==> config.mk <==
export PLATFORM = sky130hd
export DESIGN_NAME = frog_ctrl_flat
export DESIGN_NICKNAME = d
export VERILOG_FILES = /design/src/rtl/frog_pkg.sv /design/src/rtl/frog_if.sv /design/src/rtl/frog_btn_sync_edge.sv /design/src/rtl/frog_ctrl.sv /design/src/flat_wrapper.sv
export SDC_FILE = /design/constraint.sdc
export NUM_CORES = 1
export LEC_CHECK = 0
export BUFFER_PORTS_ARGS = -buffer_cell sky130_fd_sc_hd__buf_4
export CAP_MARGIN = 20
export CORE_ASPECT_RATIO = 0.7
export CORE_UTILIZATION = 59
export CTS_CLUSTER_SIZE = 28
export DETAILED_ROUTE_END_ITERATION = 6
export HOLD_SLACK_MARGIN = 0.15
export PLACE_DENSITY = 0.95
export RECOVER_POWER = 100
export SYNTH_ARGS = -nofsm -noshare
export SYNTH_HDL_FRONTEND = slang
export SYNTH_SLANG_ARGS = --single-unit
==> constraint.sdc <==
create_clock -name clk -period 10.11 [get_ports clk]
set_input_delay 0.5055 -clock clk [delete_from_list [all_inputs] [get_ports clk]]
set_output_delay 0.5055 -clock clk [all_outputs]
set_load 0.1 [all_outputs]
==> src/rtl/frog_pkg.sv <==
// Shared types and playfield constants for the frog controller and pixel generator.
// The hold-repeat option is enabled with FROG_HOLD_REPEAT_EN.
package frog_pkg;

    typedef enum logic [1:0] {DIR_UP, DIR_DOWN, DIR_LEFT, DIR_RIGHT} dir_t;

    typedef enum logic [1:0] {IDLE, HOP, DEAD, HOME} ctrl_state_t;

    localparam int CELL_PX     = 32;
    localparam int FIELD_X_MIN = 96;
    localparam int FIELD_X_MAX = 544;

    // Observation bundle: FSM state, pending slot and synchronized button levels.
    typedef struct packed {
        ctrl_state_t state;
        logic        pend_valid;
        dir_t        pend_dir;
        logic [3:0]  btn_lvl;
    } frog_dbg_t;

    // Bit order of p follows dir_t; lower index wins (up > down > left > right).
    function automatic dir_t prio_dir(input logic [3:0] p);
        if (p[0]) return DIR_UP;
        else if (p[1]) return DIR_DOWN;
        else if (p[2]) return DIR_LEFT;
        else return DIR_RIGHT;
    endfunction

endpackage

==> src/rtl/frog_if.sv <==
// Frog controller bus: frame/button/collision inputs and position/status outputs
// toward the pixel generator.
interface frog_if;
    // No valid/ready handshake: frame_tick is a one-clk strobe that qualifies hit,
    // and every output is a registered level that changes only on the clk after
    // a frame_tick (home_pulse is a one-clk strobe).
    logic       frame_tick;
    logic       btn_up;
    logic       btn_down;
    logic       btn_left;
    logic       btn_right;
    logic       hit;
    logic [9:0] frog_x;
    logic [9:0] frog_y;
    logic [9:0] frog_size;
    logic       hopping;
    logic       dead;
    logic [7:0] score;
    logic       home_pulse;

    modport master (
        input  frame_tick, btn_up, btn_down, btn_left, btn_right, hit,
        output frog_x, frog_y, frog_size, hopping, dead, score, home_pulse
    );

    modport slave (
        output frame_tick, btn_up, btn_down, btn_left, btn_right, hit,
        input  frog_x, frog_y, frog_size, hopping, dead, score, home_pulse
    );
endinterface

==> src/rtl/frog_btn_sync_edge.sv <==
// Two-flop synchronizer for one raw button plus a one-clk rising-edge pulse.
module btn_sync_edge (
    input  logic clk,
    input  logic rst_n,
    input  logic btn,
    output logic level,
    output logic rise
);
    logic ff1, ff2, prev;

    always_ff @(posedge clk or negedge rst_n) begin
        if (!rst_n) begin
            ff1  <= 1'b0;
            ff2  <= 1'b0;
            prev <= 1'b0;
        end else begin
            ff1  <= btn;
            ff2  <= ff1;
            prev <= ff2;
        end
    end

    assign level = ff2;
    assign rise  = ff2 & ~prev;
endmodule

==> src/rtl/frog_ctrl.sv <==
// Frog motion controller: grid hops on frame_tick, death/respawn timer, home scoring.
// Optional FROG_HOLD_REPEAT_EN turns a held button into periodic synthetic presses.
module frog_ctrl
    import frog_pkg::*;
#(
    parameter int CELL         = CELL_PX,
    parameter int HOP_FRAMES   = 4,
    parameter int X_MIN        = FIELD_X_MIN,
    parameter int X_MAX        = FIELD_X_MAX,
    parameter int Y_MIN        = 0,
    parameter int Y_MAX        = 480,
    parameter int START_X      = 320,
    parameter int START_Y      = 448,
    parameter int DEATH_FRAMES = 30
`ifdef FROG_HOLD_REPEAT_EN
    ,
    parameter int REPEAT_FRAMES = 8
`endif
) (
    input  logic      clk,
    input  logic      rst_n,
    frog_if.master    bus,
    output frog_dbg_t dbg
);
    // HOP_FRAMES must be at least 2: the first step is taken on the tick that enters HOP.
    localparam int STEP     = CELL / HOP_FRAMES;
    localparam int HOP_CW   = $clog2(HOP_FRAMES + 1);
    localparam int DEATH_CW = $clog2(DEATH_FRAMES + 1);

    localparam logic signed [10:0] CELL_S = 11'(CELL);
    localparam logic signed [10:0] X_LO   = 11'(X_MIN);
    localparam logic signed [10:0] X_HI   = 11'(X_MAX - CELL);
    localparam logic signed [10:0] Y_LO   = 11'(Y_MIN);
    localparam logic signed [10:0] Y_HI   = 11'(Y_MAX - CELL);

    logic [3:0] btn_raw, btn_lvl, btn_rise, press;

    assign btn_raw = {bus.btn_right, bus.btn_left, bus.btn_down, bus.btn_up};

    for (genvar i = 0; i < 4; i++) begin : g_btn
        btn_sync_edge u_sync (
            .clk   (clk),
            .rst_n (rst_n),
            .btn   (btn_raw[i]),
            .level (btn_lvl[i]),
            .rise  (btn_rise[i])
        );
    end

`ifdef FROG_HOLD_REPEAT_EN
    localparam int RPT_CW = $clog2(REPEAT_FRAMES + 1);
    logic [RPT_CW-1:0] hold_cnt [4];
    logic [3:0]        synth;

    always_comb begin
        synth = '0;
        for (int i = 0; i < 4; i++)
            synth[i] = bus.frame_tick && btn_lvl[i] &&
                       (hold_cnt[i] == RPT_CW'(REPEAT_FRAMES - 1));
    end

    always_ff @(posedge clk or negedge rst_n) begin
        if (!rst_n) begin
            for (int i = 0; i < 4; i++) hold_cnt[i] <= '0;
        end else begin
            for (int i = 0; i < 4; i++) begin
                if (!btn_lvl[i])     hold_cnt[i] <= '0;
                else if (synth[i])   hold_cnt[i] <= '0;
                else if (bus.frame_tick) hold_cnt[i] <= hold_cnt[i] + 1'b1;
            end
        end
    end

    assign press = btn_rise | synth;
`else
    assign press = btn_rise;
`endif

    ctrl_state_t         state, state_n;
    logic                pend_valid, pend_valid_n;
    dir_t                pend_dir, pend_dir_n;
    dir_t                hop_dir, hop_dir_n;
    logic [HOP_CW-1:0]   hop_cnt, hop_cnt_n;
    logic [DEATH_CW-1:0] death_cnt, death_cnt_n;
    logic [9:0]          frog_x, frog_x_n, frog_y, frog_y_n;
    logic [7:0]          score, score_n;
    logic                home_pulse, home_pulse_n;

    logic signed [10:0] tx, ty;
    logic               legal;
    dir_t               step_dir;
    logic [9:0]         step_x, step_y;

    // Target of the pending move, in signed arithmetic so a move past 0 is caught.
    always_comb begin
        tx = signed'({1'b0, frog_x});
        ty = signed'({1'b0, frog_y});
        case (pend_dir)
            DIR_UP:    ty = ty - CELL_S;
            DIR_DOWN:  ty = ty + CELL_S;
            DIR_LEFT:  tx = tx - CELL_S;
            default:   tx = tx + CELL_S;
        endcase
        legal = (tx >= X_LO) && (tx <= X_HI) && (ty >= Y_LO) && (ty <= Y_HI);
    end

    // One sub-step; from IDLE it uses the pending direction (hop start).
    always_comb begin
        step_dir = (state == HOP) ? hop_dir : pend_dir;
        step_x   = frog_x;
        step_y   = frog_y;
        case (step_dir)
            DIR_UP:    step_y = frog_y - 10'(STEP);
            DIR_DOWN:  step_y = frog_y + 10'(STEP);
            DIR_LEFT:  step_x = frog_x - 10'(STEP);
            default:   step_x = frog_x + 10'(STEP);
        endcase
    end

    always_comb begin
        state_n      = state;
        pend_valid_n = pend_valid;
        pend_dir_n   = pend_dir;
        hop_dir_n    = hop_dir;
        hop_cnt_n    = hop_cnt;
        death_cnt_n  = death_cnt;
        frog_x_n     = frog_x;
        frog_y_n     = frog_y;
        score_n      = score;
        home_pulse_n = 1'b0;

        if (bus.frame_tick) begin
            case (state)
                IDLE: begin
                    if (bus.hit) begin
                        state_n      = DEAD;
                        pend_valid_n = 1'b0;
                        death_cnt_n  = '0;
                    end else if (pend_valid) begin
                        pend_valid_n = 1'b0;
                        if (legal) begin
                            state_n   = HOP;
                            hop_dir_n = pend_dir;
                            hop_cnt_n = '0;
                            frog_x_n  = step_x;
                            frog_y_n  = step_y;
                        end
                    end
                end
                HOP: begin
                    if (bus.hit) begin
                        state_n      = DEAD;
                        pend_valid_n = 1'b0;
                        death_cnt_n  = '0;
                    end else begin
                        frog_x_n  = step_x;
                        frog_y_n  = step_y;
                        hop_cnt_n = hop_cnt + 1'b1;
                        if (hop_cnt == HOP_CW'(HOP_FRAMES - 2)) begin
                            hop_cnt_n = '0;
                            state_n   = (step_y == 10'(Y_MIN)) ? HOME : IDLE;
                        end
                    end
                end
                DEAD: begin
                    if (death_cnt == DEATH_CW'(DEATH_FRAMES - 1)) begin
                        death_cnt_n = '0;
                        frog_x_n    = 10'(START_X);
                        frog_y_n    = 10'(START_Y);
                        state_n     = IDLE;
                    end else begin
                        death_cnt_n = death_cnt + 1'b1;
                    end
                end
                default: begin
                    frog_x_n = 10'(START_X);
                    frog_y_n = 10'(START_Y);
                    state_n  = IDLE;
                    if (score != 8'hFF) begin
                        score_n      = score + 8'd1;
                        home_pulse_n = 1'b1;
                    end
                end
            endcase
        end

        // A press lands after any hop-start clear, so it refills the slot on that clk.
        if (|press && (state == IDLE || state == HOP) &&
            (state_n == IDLE || state_n == HOP)) begin
            pend_valid_n = 1'b1;
            pend_dir_n   = prio_dir(press);
        end
    end

    always_ff @(posedge clk or negedge rst_n) begin
        if (!rst_n) begin
            state      <= IDLE;
            pend_valid <= 1'b0;
            pend_dir   <= DIR_UP;
            hop_dir    <= DIR_UP;
            hop_cnt    <= '0;
            death_cnt  <= '0;
            frog_x     <= 10'(START_X);
            frog_y     <= 10'(START_Y);
            score      <= '0;
            home_pulse <= 1'b0;
        end else begin
            state      <= state_n;
            pend_valid <= pend_valid_n;
            pend_dir   <= pend_dir_n;
            hop_dir    <= hop_dir_n;
            hop_cnt    <= hop_cnt_n;
            death_cnt  <= death_cnt_n;
            frog_x     <= frog_x_n;
            frog_y     <= frog_y_n;
            score      <= score_n;
            home_pulse <= home_pulse_n;
        end
    end

    assign bus.frog_x     = frog_x;
    assign bus.frog_y     = frog_y;
    assign bus.frog_size  = 10'(CELL);
    assign bus.hopping    = (state == HOP);
    assign bus.dead       = (state == DEAD);
    assign bus.score      = score;
    assign bus.home_pulse = home_pulse;

    assign dbg.state      = state;
    assign dbg.pend_valid = pend_valid;
    assign dbg.pend_dir   = pend_dir;
    assign dbg.btn_lvl    = btn_lvl;
endmodule
==> src/flat_wrapper.sv <==
// flat-port wrapper written by rule: the top's interface ports become plain ports
module frog_ctrl_flat import frog_pkg::*;
#(
    parameter int CELL         = CELL_PX,
    parameter int HOP_FRAMES   = 4,
    parameter int X_MIN        = FIELD_X_MIN,
    parameter int X_MAX        = FIELD_X_MAX,
    parameter int Y_MIN        = 0,
    parameter int Y_MAX        = 480,
    parameter int START_X      = 320,
    parameter int START_Y      = 448,
    parameter int DEATH_FRAMES = 30

)
  (clk, rst_n, dbg, bus_frame_tick, bus_btn_up, bus_btn_down, bus_btn_left, bus_btn_right, bus_hit, bus_frog_x, bus_frog_y, bus_frog_size, bus_hopping, bus_dead, bus_score, bus_home_pulse);
  frog_if bus_i ();
  input  logic clk;
  input  logic rst_n;
  output frog_dbg_t dbg;
  input wire logic [$bits(bus_i.frame_tick)-1:0] bus_frame_tick;
  input wire logic [$bits(bus_i.btn_up)-1:0] bus_btn_up;
  input wire logic [$bits(bus_i.btn_down)-1:0] bus_btn_down;
  input wire logic [$bits(bus_i.btn_left)-1:0] bus_btn_left;
  input wire logic [$bits(bus_i.btn_right)-1:0] bus_btn_right;
  input wire logic [$bits(bus_i.hit)-1:0] bus_hit;
  output wire logic [$bits(bus_i.frog_x)-1:0] bus_frog_x;
  output wire logic [$bits(bus_i.frog_y)-1:0] bus_frog_y;
  output wire logic [$bits(bus_i.frog_size)-1:0] bus_frog_size;
  output wire logic [$bits(bus_i.hopping)-1:0] bus_hopping;
  output wire logic [$bits(bus_i.dead)-1:0] bus_dead;
  output wire logic [$bits(bus_i.score)-1:0] bus_score;
  output wire logic [$bits(bus_i.home_pulse)-1:0] bus_home_pulse;
  assign bus_i.frame_tick = bus_frame_tick;
  assign bus_i.btn_up = bus_btn_up;
  assign bus_i.btn_down = bus_btn_down;
  assign bus_i.btn_left = bus_btn_left;
  assign bus_i.btn_right = bus_btn_right;
  assign bus_i.hit = bus_hit;
  assign bus_frog_x = bus_i.frog_x;
  assign bus_frog_y = bus_i.frog_y;
  assign bus_frog_size = bus_i.frog_size;
  assign bus_hopping = bus_i.hopping;
  assign bus_dead = bus_i.dead;
  assign bus_score = bus_i.score;
  assign bus_home_pulse = bus_i.home_pulse;
  frog_ctrl #(.CELL(CELL), .HOP_FRAMES(HOP_FRAMES), .X_MIN(X_MIN), .X_MAX(X_MAX), .Y_MIN(Y_MIN), .Y_MAX(Y_MAX), .START_X(START_X), .START_Y(START_Y), .DEATH_FRAMES(DEATH_FRAMES)) u_core (.clk(clk), .rst_n(rst_n), .bus(bus_i), .dbg(dbg));
endmodule
==> out/qor.csv, run 1 <==
metric,value,unit
status,"complete, but fails checks",
violations,"capacitance limit, slew limit",
port_buffers,41,
grt_pass1_wl,13.63,mm
clock_sinks,50,
clockBufferDepth,2,
fp.dieArea,0.006087,mm²
post-dp-hpwl,5.914,mm
cts_tree,yes,
rows,22,
criticalPathCategory,reg -> reg,
synthDistinctLibCells,65,
layout.nets,421,
fin_area,0.003591,mm²
htree_levels,2,
hold_end,u_core.g_btn[3].u_sync.ff1,
cp-start-kind,flip-flop,
initialDrtViolationCount,275,
setup_viol,0,
max_clock_freq,226.1,MHz
crit_arrival,4.63,ns
flow.area_growth_from_synthesis,5.398,%
crit_chain,"nor2b_1, nor2_1, a21oi_1, nand2b_1, ha_1, a21o_1, a21oi_1, o21bai_1, mux2i_1, o32ai_1, o211ai_1, o31ai_1, mux2_1",
async_flop_share,1.000,
first_global_vias,2859,
first_pass_iters,5,
slowest_stage,dfrtp_1,
crit_path_frequent_cell,a21oi_1,
hold_depth,1,
slew_headroom,-0.7831,
routed_wl,8.558,mm
tritoncts.num_buffers,5,
core,0.005395,mm²
via_count,2948,
r2r_cells,13,
finalNonFillerCells,465,
cts_hold_buf,0,
grt.overflow.total,0,
syn_area,0.003407,mm²
gp_congestion,0.8261,
synth_ff_type,dfrtp_1,
synth_cells,365,
end_kind,flip-flop,
n_antenna_cell,0,
antenna_found_initial,0,
place_area,0.003628,mm²
maxCapViolCount,1,
fin_skew,0.003181,ns
clkTransAtPathRegs,0.10,ns
ys_seq_area_frac,0.3691,
hold_viol_final,0,
ys_seq_elements,50,
start_util,0.6315,
grt_max_degree,51,
root_buffer,clkbuf_8,
cpLargestDelayFamily,compound AO/OA/AOI/OAI gates,
drv_slew,51,
path_buf_inv,0,
drc_errors,0,
ant_nets,0,
fin_crit_sh,0.4375,
slowest_delay,0.56,ns
rr_endpoint,u_core.pend_dir[0],
drive_gt1_frac,0.07634,
worstPathMaxFanout,11,
tightest_slew,2.675,ns
synthesis.yosys.warnings,0,
fp.dieW,92.83,µm
synth_edf_count,0,
syn_area_per_cell,9.334,µm²
clkLatencyLatePin,0.32,ns
fp.dieH,65.58,µm
io_pins,58,
post_cts_buffers,0,
min_period,4.423,ns
grt_setup_unrepaired,false,
reg2reg_from,u_core.state[0],
ff2ff_setup_slack,5.69,ns
hp-class,in -> reg,
filler_cell_count,448,
routedWlPerCell,18.40,µm
ctsResizeCount,0,
viasPerCell,6.340,
fin_setup_tns,0,ns
placedCellCount,457,
required,10.32,ns
grt.total_usage,0.2901,
worstHoldStart,bus_btn_right,
## cells in the final DEF, fill, tap and decap left out, types with 4 or more instances in the layout
| cell type | count |
|---|---|
| or3_1 | 4 |
| dfrtp_1 | 45 |
| dfstp_2 | 5 |
| nand3_1 | 9 |
| nand4_1 | 11 |
| o21ai_0 | 17 |
| nor2_1 | 17 |
| clkbuf_4 | 4 |
| nor3_1 | 8 |
| conb_1 | 16 |
| xnor2_1 | 14 |
| nand2_1 | 26 |
| a21oi_1 | 22 |
| nand2b_1 | 7 |
| o32ai_1 | 5 |
| ha_1 | 18 |
| clkbuf_1 | 35 |
| o32a_1 | 5 |
| a21o_1 | 7 |
| o31ai_1 | 4 |
| a31oi_1 | 8 |
| clkbuf_8 | 5 |
| inv_1 | 24 |
| xor2_1 | 8 |
| nor2b_1 | 9 |
## metal layers
layer  routed length [µm]  GRT usage  vias up
met2                 4010     0.4761      159
met5                    0          0        -
met3                  720    0.06829       21
met4                  145     0.1000        0
met1                 3681     0.3799     1434
li1                     -          -     1334
## cell families (layout without fill, tap and decap cells)
family,after synthesis,count (layout),share of synthesized area
AO/OA/AOI/OAI,99,99,0.2079
XOR/XNOR,22,22,0.05656
adder cells (fa/ha/maj),21,21,0.08373
buffers and inverters,61,75,0.09695
flip-flops,50,50,0.3691
multiplexers,7,7,0.02313
other,2,16,0.002204
AND/OR/NAND/NOR,103,103,0.1605
## worst max-delay path by stage
| stage | start | endpoint | slack (ns) | cells past startpoint |
|---|---|---|---|---|
| after floorplan | u_core.state[0] | u_core.pend_dir[0] | 5.57 | 16 |
| after global placement | u_core.state[0] | u_core.pend_dir[1] | 6.02 | 14 |
| after detailed placement | u_core.state[0] | u_core.pend_dir[0] | 5.85 | 14 |
| after CTS | u_core.state[0] | u_core.pend_dir[0] | 5.83 | 14 |
| after global routing | u_core.state[0] | u_core.pend_dir[1] | 5.51 | 13 |
| final | u_core.state[0] | u_core.pend_dir[0] | 5.69 | 13 |
## layout make-up
cell class	instances	area, µm²	share of cell area
multi-input cells	268	1848	0.5146
flip-flops and latches	50	1257	0.3502
repair buffers	42	183.9	0.05122
inverters	25	93.84	0.02613
well taps	72	90.09	0.02509
clock buffers	5	68.82	0.01916
clock inverters	3	48.80	0.01359
## metrics by stage
stage	hold slack [ns]	worst slack, ns	util
finish	0.3077	5.687	0.6656
global route	0.2949	5.506	0.6656
CTS	0.2152	5.829	0.6943
detailed placement	0.3358	5.855	0.6725
global placement	0.3310	6.025	0.6725
floorplan	0.2099	5.569	-
## sequential cells by signal, indices dropped and copies added, names as in the netlist
signal	flops
u_core.bus.score	8
u_core.bus.frog_x	7
u_core.bus.frog_y	7
u_core.death_cnt	5
u_core.g_btn.u_sync.ff1	4
u_core.g_btn.u_sync.level	4
u_core.g_btn.u_sync.prev	4
u_core.hop_cnt	3
u_core.hop_dir	2
u_core.pend_dir	2
u_core.state	2
u_core.bus.home_pulse	1
u_core.pend_valid	1
## synthesized netlist by cell type (2+ instances only)
cell      instances  share of area
a21o_1            7          0.015
a21oi_1          21          0.031
a221oi_1          2         0.0051
a31oi_1           8          0.015
and3_1            2         0.0037
buf_2             9          0.013
buf_4            22          0.048
clkbuf_1          4         0.0044
conb_1            2         0.0022
dfrtp_1          45           0.33
dfstp_2           5          0.039
fa_1              3          0.018
ha_1             18          0.066
inv_1            24          0.026
mux2_1            2         0.0066
mux2i_1           3         0.0088
nand2_1          26          0.029
nand2b_1          7          0.013
nand3_1           9          0.013
nand4_1          11          0.020
nor2_1           17          0.019
nor2b_1           9          0.017
nor3_1            8          0.012
o211ai_1          2         0.0044
o21ai_0          16          0.024
o21ai_1           3         0.0044
o21bai_1          3         0.0066
o22ai_1           3         0.0055
o31ai_1           4         0.0088
o31ai_2           2         0.0073
o32a_1            5          0.015
o32ai_1           5          0.013
or3_1             4         0.0073
or4_1             3         0.0066
xnor2_1          14          0.036
xor2_1            8          0.021
Power of run 1 is left out: the tool's default activity adds up to more than one toggle a clock period on the data nets, which glitch-free logic cannot reach.
==> run 2, diff against run 1 <==
--- a/config.mk
+++ b/config.mk
@@ -5,14 +5,15 @@
 export SDC_FILE = /design/constraint.sdc
 export NUM_CORES = 1
 export LEC_CHECK = 0
+export ABC_AREA = 1
 export BUFFER_PORTS_ARGS = -buffer_cell sky130_fd_sc_hd__buf_4
 export CAP_MARGIN = 20
 export CORE_ASPECT_RATIO = 0.7
-export CORE_UTILIZATION = 59
+export CORE_UTILIZATION = 57
 export CTS_CLUSTER_SIZE = 28
 export DETAILED_ROUTE_END_ITERATION = 6
 export HOLD_SLACK_MARGIN = 0.15
-export PLACE_DENSITY = 0.95
+export PLACE_DENSITY = 0.92
 export RECOVER_POWER = 100
 export SYNTH_ARGS = -nofsm -noshare
 export SYNTH_HDL_FRONTEND = slang
==> constraint.sdc (replaced) <==
create_clock -name clk -period 4.2 [get_ports clk]
set_input_delay 0.21 -clock clk [delete_from_list [all_inputs] [get_ports clk]]
set_output_delay 0.21 -clock clk [all_outputs]
set_load 0.1 [all_outputs]
==> run 2 against run 1 <==
Effect of this change:
- the flow still finishes with violations (capacitance limit, slew limit)
- first-iteration DRC count decreased by 43%
- count of clock-buffer cells in the layout did not move
- maximum frequency grew 24%
- sequential cell count stayed put
- die area is 9.7% higher
- final cell count grew 29%
- area after synthesis is 6.2% higher
- global-route usage shrank 3.6 points
- synthesized cell count grew 33%
- setup slack worse by 5.0 ns
==> out/qor.csv, run 2 <==
metric,value,unit,change
yosys.area.top_type,dfrtp_1,,
first_global_vias,2998,,+4.9%
synth_edf_count,0,,unchanged
grt.overflow.total,0,,unchanged
reg_top3,"u_core.bus.score: 8 flops, u_core.bus.frog_x: 7 flops, u_core.bus.frog_y: 7 flops",,
regMostFlops,u_core.bus.score,,
fin_crit_sh,0.8468,,+0.4093
ant_nets,0,,unchanged
htree_levels,2,,unchanged
post-dp-hpwl,6.077,mm,+2.8%
largest_reg_flops,8,,unchanged
worstHoldStart,bus_frame_tick,,
ys_top_cells_by_area,"dfrtp_1 (31%), nand2_1 (12%), inv_1 (6.5%)",,
reg2reg_from,u_core.pend_dir[1],,
slew_headroom,-0.7606,,+0.02249
ys_seq_area_frac,0.3475,,-0.02157
port_buffers,41,,unchanged
maxCapViolCount,1,,unchanged
syn_area_per_cell,7.461,µm²,-20%
synth_common_cells,"nand2_1 (112), inv_1 (63), dfrtp_1 (45), nor2_1 (45), nand3_1 (38)",,
ys_seq_elements,50,,unchanged
fin_setup_tns,0,ns,unchanged
synth_cells,485,,+33%
fp.dieH,68.66,µm,+4.7%
first_pass_iters,5,,unchanged
tightest_slew,2.641,ns,-0.03373 ns
max_clock_freq,281.2,MHz,+24%
syn_area,0.003618,mm²,+6.2%
via_count,3308,,+12%
fp.dieArea,0.006676,mm²,+9.7%
clock_sinks,50,,unchanged
fp.dieW,97.23,µm,+4.7%
grt_pass1_wl,13.47,mm,-1.2%
fin_skew,0.007792,ns,+0.004611 ns
rows,23,,+4.5%
drive_gt1_frac,0.07985,,+0.003512
cp-start-kind,flip-flop,,
filler_cell_count,506,,+13%
finalCoreUtilization,0.6492,,-0.01636
tritoncts.num_buffers,5,,unchanged
synthesis.yosys.warnings,0,,unchanged
flow.area_growth_from_synthesis,6.362,%,
n_antenna_cell,0,,unchanged
viasPerCell,5.504,,-13%
required,4.40,ns,-5.92 ns
hold_viol_final,0,,unchanged
layout_commonest_cell,nand2_1,,
routedWlPerCell,13.67,µm,-26%
worstPathMaxFanout,16,,+5
setup_viol,0,,unchanged
mostFrequentLayoutCells,"nand2_1 (117), inv_1 (64), nor2_1 (45), dfrtp_1 (45), nand3_1 (38)",,
root_buffer,clkbuf_8,,
async_flop_share,1.000,,unchanged
clkTransAtPathRegs,0.10,ns,about the same
initialDrtViolationCount,156,,-43%
antenna_found_initial,0,,unchanged
multi_input_area,0.001919,mm²,+3.9%
gp_congestion,0.8876,,+7.4%
setup.worst_path.start,u_core.pend_dir[1],,
synthDistinctLibCells,41,,-37%
synth_ff_type,dfrtp_1,,
cts_tree,yes,,
min_period,3.557,ns,-0.8664 ns
start_util,0.6104,,-0.02111
synth_top_area_frac,0.3112,,-0.01931
drv_slew,51,,unchanged
grt_max_degree,51,,unchanged
violations,"capacitance limit, slew limit",,
ff_latch_area,0.001257,mm²,unchanged
criticalPathCategory,reg -> reg,,
core,0.005928,mm²,+9.9%
io_pins,58,,unchanged
grt_setup_unrepaired,false,,
clkLatencyLatePin,0.31,ns,about the same
layout.nets,554,,+32%
status,"complete, but fails checks",,
end_kind,flip-flop,,
crit_arrival,3.76,ns,-0.87 ns
grt.total_usage,0.2544,,-0.03578
yosysMostFrequentCell,nand2_1,,
post_cts_buffers,0,,unchanged
routed_wl,8.213,mm,-4.0%
hp-class,in -> reg,,
drc_errors,0,,unchanged
clockBufferDepth,2,,unchanged
-- run 2: changes by cell type in the layout (fill, tap and decap cells not counted), moves of 9 or more --
cell | before | now
nand2_1 | 26 | 117
inv_1 | 24 | 64
nand3_1 | 9 | 38
nor2_1 | 17 | 45
xnor2_1 | 14 | 4
nor2b_1 | 9 | 0
-- run 2: cell families (layout without fill, tap and decap cells) --
| kind of cell | count (synthesis) | in the layout | share of synthesized area |
|---|---|---|---|
| AND/OR/NAND/NOR | 234 | 234 | 0.2936 |
| XOR/XNOR | 13 | 13 | 0.03147 |
| flip-flops | 50 | 50 | 0.3475 |
| adder cells (fa/ha/maj) | 21 | 21 | 0.07884 |
| buffers and inverters | 95 | 122 | 0.1276 |
| other | 2 | 16 | 0.002075 |
| AO/OA/AOI/OAI | 70 | 70 | 0.1190 |
-- run 2: worst max-delay path, stage by stage (launching register included) --
cell      delay, ns
dfrtp_1        0.36
clkbuf_1       0.66
nor2_1         0.18
fa_1           0.43
or2_0          0.25
a21oi_1        0.19
nor2_1         0.06
nand2_1        0.05
nand3_1        0.07
nor2_1         0.13
nor2_1         0.06
nor2_1         0.13
nand2_2        0.07
nand2_1        0.34
nand2_1        0.26
nand2_1        0.12
o21ai_0        0.08
-- run 2: cell type report --
cell class	instances	share of cell area
Timing Repair Buffer	48	0.06177
Clock inverter	3	0.006177
Multi-Input combinational cell	354	0.4987
Tap cell	75	0.02438
Clock buffer	5	0.01788
Sequential cell	50	0.3267
Inverter	66	0.06437
-- run 2: worst paths after layout --
path	slack [ns]	end	depth (start not counted)
setup / recovery	0.64	u_core.hop_cnt[1]	16
hold / removal	0.16	u_core.state[1]	2
setup reg to reg	0.64	u_core.hop_cnt[1]	16
hold reg to reg	0.36	u_core.g_btn[3].u_sync.level	0
max in group asynchronous	1.45	u_core.death_cnt[0]	2
min in group asynchronous	1.26	u_core.bus.score[2]	2
-- run 2: timing repair --
item	CTS	global route
resized for setup	0	0
hold endpoints to repair	49	0
hold buffers	5	0
-- run 2: through the flow --
stage	cell area, µm²	hold WS [ns]	instances	setup WS (ns)
6_report	3849	0.1637	601	0.6435
5_1_grt	3849	0.1771	601	0.3510
4_1_cts	4016	0.1655	601	1.059
3_5_place_dp	3874	0.2745	588	1.074
3_3_place_gp	3874	0.2636	588	1.190
2_1_floorplan	3671	-0.08559	499	0.6128
-- run 2: per-layer routing --
layer,share of wire,GRT usage,up-vias,routed length (µm)
li1,-,-,1617,-
met1,0.45,0.3310,1519,3677
met2,0.46,0.4340,159,3754
met3,0.079,0.04738,13,651
met4,0.016,0.09743,0,129
met5,0,0,-,0
Power of run 2 is left out for the same reason.
==> run 3, diff against run 2 <==
--- a/config.mk
+++ b/config.mk
@@ -5,15 +5,15 @@
 export SDC_FILE = /design/constraint.sdc
 export NUM_CORES = 1
 export LEC_CHECK = 0
-export ABC_AREA = 1
+export ABC_AREA = 0
 export BUFFER_PORTS_ARGS = -buffer_cell sky130_fd_sc_hd__buf_4
 export CAP_MARGIN = 20
 export CORE_ASPECT_RATIO = 0.7
-export CORE_UTILIZATION = 57
+export CORE_UTILIZATION = 51
 export CTS_CLUSTER_SIZE = 28
 export DETAILED_ROUTE_END_ITERATION = 6
 export HOLD_SLACK_MARGIN = 0.15
-export PLACE_DENSITY = 0.92
+export PLACE_DENSITY = 0.88
 export RECOVER_POWER = 100
 export SYNTH_ARGS = -nofsm -noshare
 export SYNTH_HDL_FRONTEND = slang
==> constraint.sdc (replaced) <==
create_clock -name clk -period 3 [get_ports clk]
set_input_delay 0.15 -clock clk [delete_from_list [all_inputs] [get_ports clk]]
set_output_delay 0.15 -clock clk [all_outputs]
set_load 0.1 [all_outputs]
==> run 3 against run 2 <==
Effect of this change:
- the run ends with DRC, setup timing left
- setup slack worse by 1.1 ns
- utilization is 8.0 points higher
- sequential share of layout area is 4.8 points lower
==> out/qor.csv, run 3 (synthesis gave the netlist of run 1 again) <==
metric,value,unit,change
status,"complete, but fails checks",,
violations,"DRC, setup timing",,
max_clock_freq,291.1,MHz,+3.5%
fp.dieW,99.69,µm,+2.5%
routedWlPerCell,17.97,µm,+31%
clkTransAtPathRegs,0.09,ns,about the same
rr_endpoint,u_core.pend_dir[0],,
grt_setup_unrepaired,true,,
filler_cell_count,451,,-11%
fp.dieArea,0.007017,mm²,+5.1%
placedCellCount,519,,-12%
ant_nets,0,,unchanged
grt_pass1_wl,15.17,mm,+13%
tritoncts.num_buffers,5,,unchanged
hold_depth,3,,+1
start_util,0.5377,,-0.07267
drive_gt1_frac,0.3672,,+0.2873
initialDrtViolationCount,295,,+89%
tightest_slew,1.234,ns,-1.407 ns
reg2reg_from,u_core.state[0],,
io_pins,58,,unchanged
reg_top3,"u_core.bus.score: 8 flops, u_core.bus.frog_x: 7 flops, u_core.bus.frog_y: 7 flops",,
cp-start-kind,flip-flop,,
path_buf_inv,2,,+1
r2r_cells,13,,-3
post-dp-hpwl,6.396,mm,+5.2%
mostFrequentLayoutCells,"buf_4 (69), dfrtp_1 (38), clkbuf_1 (26)",,
fin_crit_sh,1.145,,+0.2984
rows,24,,+4.3%
cpLargestDelayFamily,compound AO/OA/AOI/OAI gates,,
fin_skew,0.01223,ns,+0.004440 ns
fp.dieH,70.39,µm,+2.5%
first_global_vias,3099,,+3.4%
cts_tree,yes,,
criticalPathCategory,reg -> reg,,
finalCoreUtilization,0.7297,,+0.08044
routed_wl,9.955,mm,+21%
slowest_stage,dfrtp_4,,
grt.overflow.total,0,,unchanged
flow.area_growth_from_synthesis,35.70,%,
root_buffer,clkbuf_8,,
drv_slew,0,,-100%
min_period,3.436,ns,-0.1208 ns
end_kind,flip-flop,,
regMostFlops,u_core.bus.score,,
clkLatencyLatePin,0.30,ns,about the same
first_pass_iters,7,,+2
core,0.006336,mm²,+6.9%
layout_commonest_cell,buf_4,,
slowest_delay,0.42,ns,-0.24 ns
n_antenna_cell,0,,unchanged
clockBufferDepth,2,,unchanged
finalNonFillerCells,554,,-7.8%
grt.total_usage,0.2792,,+0.02486
viasPerCell,5.809,,+5.5%
htree_levels,2,,unchanged
maxCapViolCount,0,,-1
worstHoldStart,bus_frame_tick,,
crit_chain,"nor2b_4, nor2_4, a21oi_4, nand2b_4, inv_2, fa_2, xor2_1, nand4_1, o32ai_2, o211ai_1, o31ai_2, buf_4, mux2_4",,
grt_max_degree,51,,unchanged
antenna_found_initial,0,,unchanged
hold_viol_final,0,,unchanged
hold_end,u_core.state[1],,
hp-class,in -> reg,,
setup_viol,13,,+13
port_buffers,41,,unchanged
gp_congestion,0.8823,,-0.60%
worstPathMaxFanout,6,,-10
setup_ws,-0.4357,ns,-1.079 ns
largest_reg_flops,8,,unchanged
drc_errors,1,,+1
clock_sinks,50,,unchanged
slew_headroom,0.1776,,+0.9382
ff2ff_setup_slack,-0.44,ns,-1.08 ns
via_count,3218,,-2.7%
layout.nets,491,,-11%
crit_arrival,3.63,ns,-0.13 ns
fin_setup_tns,-2.043,ns,-2.043 ns
dpl_worst_slack,-0.3108,ns,-1.384 ns
required,3.19,ns,-1.21 ns
[run 3: metal layers]
layer,global-route usage,part of all wire,routed length [µm],vias up
li1,-,-,-,1482
met1,0.3596,0.41,4074,1574
met2,0.4628,0.51,5101,143
met3,0.06106,0.060,598,19
met4,0.09967,0.018,181,0
met5,0,0,0,-
[run 3: what timing repair did]
| item | CTS | global route |
|---|---|---|
| setup buffers | 15 | 8 |
| hold buffers | 6 | 0 |
| endpoints found under the setup margin | 13 | 21 |
| hold endpoints to repair | 50 | 0 |
| gates resized for setup | 24 | 24 |
| pin swaps | 24 | 24 |
[run 3: worst max path at each step]
stage / startpoint / to / slack [ns] / cells after the start
floorplan: u_core.state[0] / u_core.pend_dir[0] / -0.50 / 15
global route: u_core.state[0] / u_core.pend_dir[0] / -0.49 / 13
finish: u_core.state[0] / u_core.pend_dir[0] / -0.44 / 13
CTS: u_core.state[0] / u_core.pend_dir[0] / -0.20 / 16
detailed placement: u_core.state[0] / u_core.pend_dir[0] / -0.31 / 12
global placement: u_core.state[0] / u_core.pend_dir[0] / -0.18 / 14
[run 3: final cells by class]
cell class / count / area (µm²) / area share
Multi-Input combinational cell: 268 / 2227 / 0.4817
Sequential cell: 50 / 1287 / 0.2785
Timing Repair Buffer: 112 / 778.2 / 0.1683
Tap cell: 91 / 113.9 / 0.02463
Inverter: 25 / 103.9 / 0.02246
Clock buffer: 5 / 68.82 / 0.01488
Clock inverter: 3 / 43.79 / 0.009472
[run 3: stage by stage]
| stage | hold slack (ns) | area, µm² |
|---|---|---|
| 2_1_floorplan | -0.1456 | 3661 |
| 3_3_place_gp | 0.2007 | 4123 |
| 3_5_place_dp | 0.2173 | 4123 |
| 4_1_cts | 0.2536 | 4536 |
| 5_1_grt | 0.3073 | 4623 |
| 6_report | 0.2932 | 4623 |
[run 3: worst min-delay path, cell delays in order]
cell,delay (ns)
buf_4,0.15
nand2_1,0.16
o41ai_2,0.10
Power of run 3 is left out for the same reason.
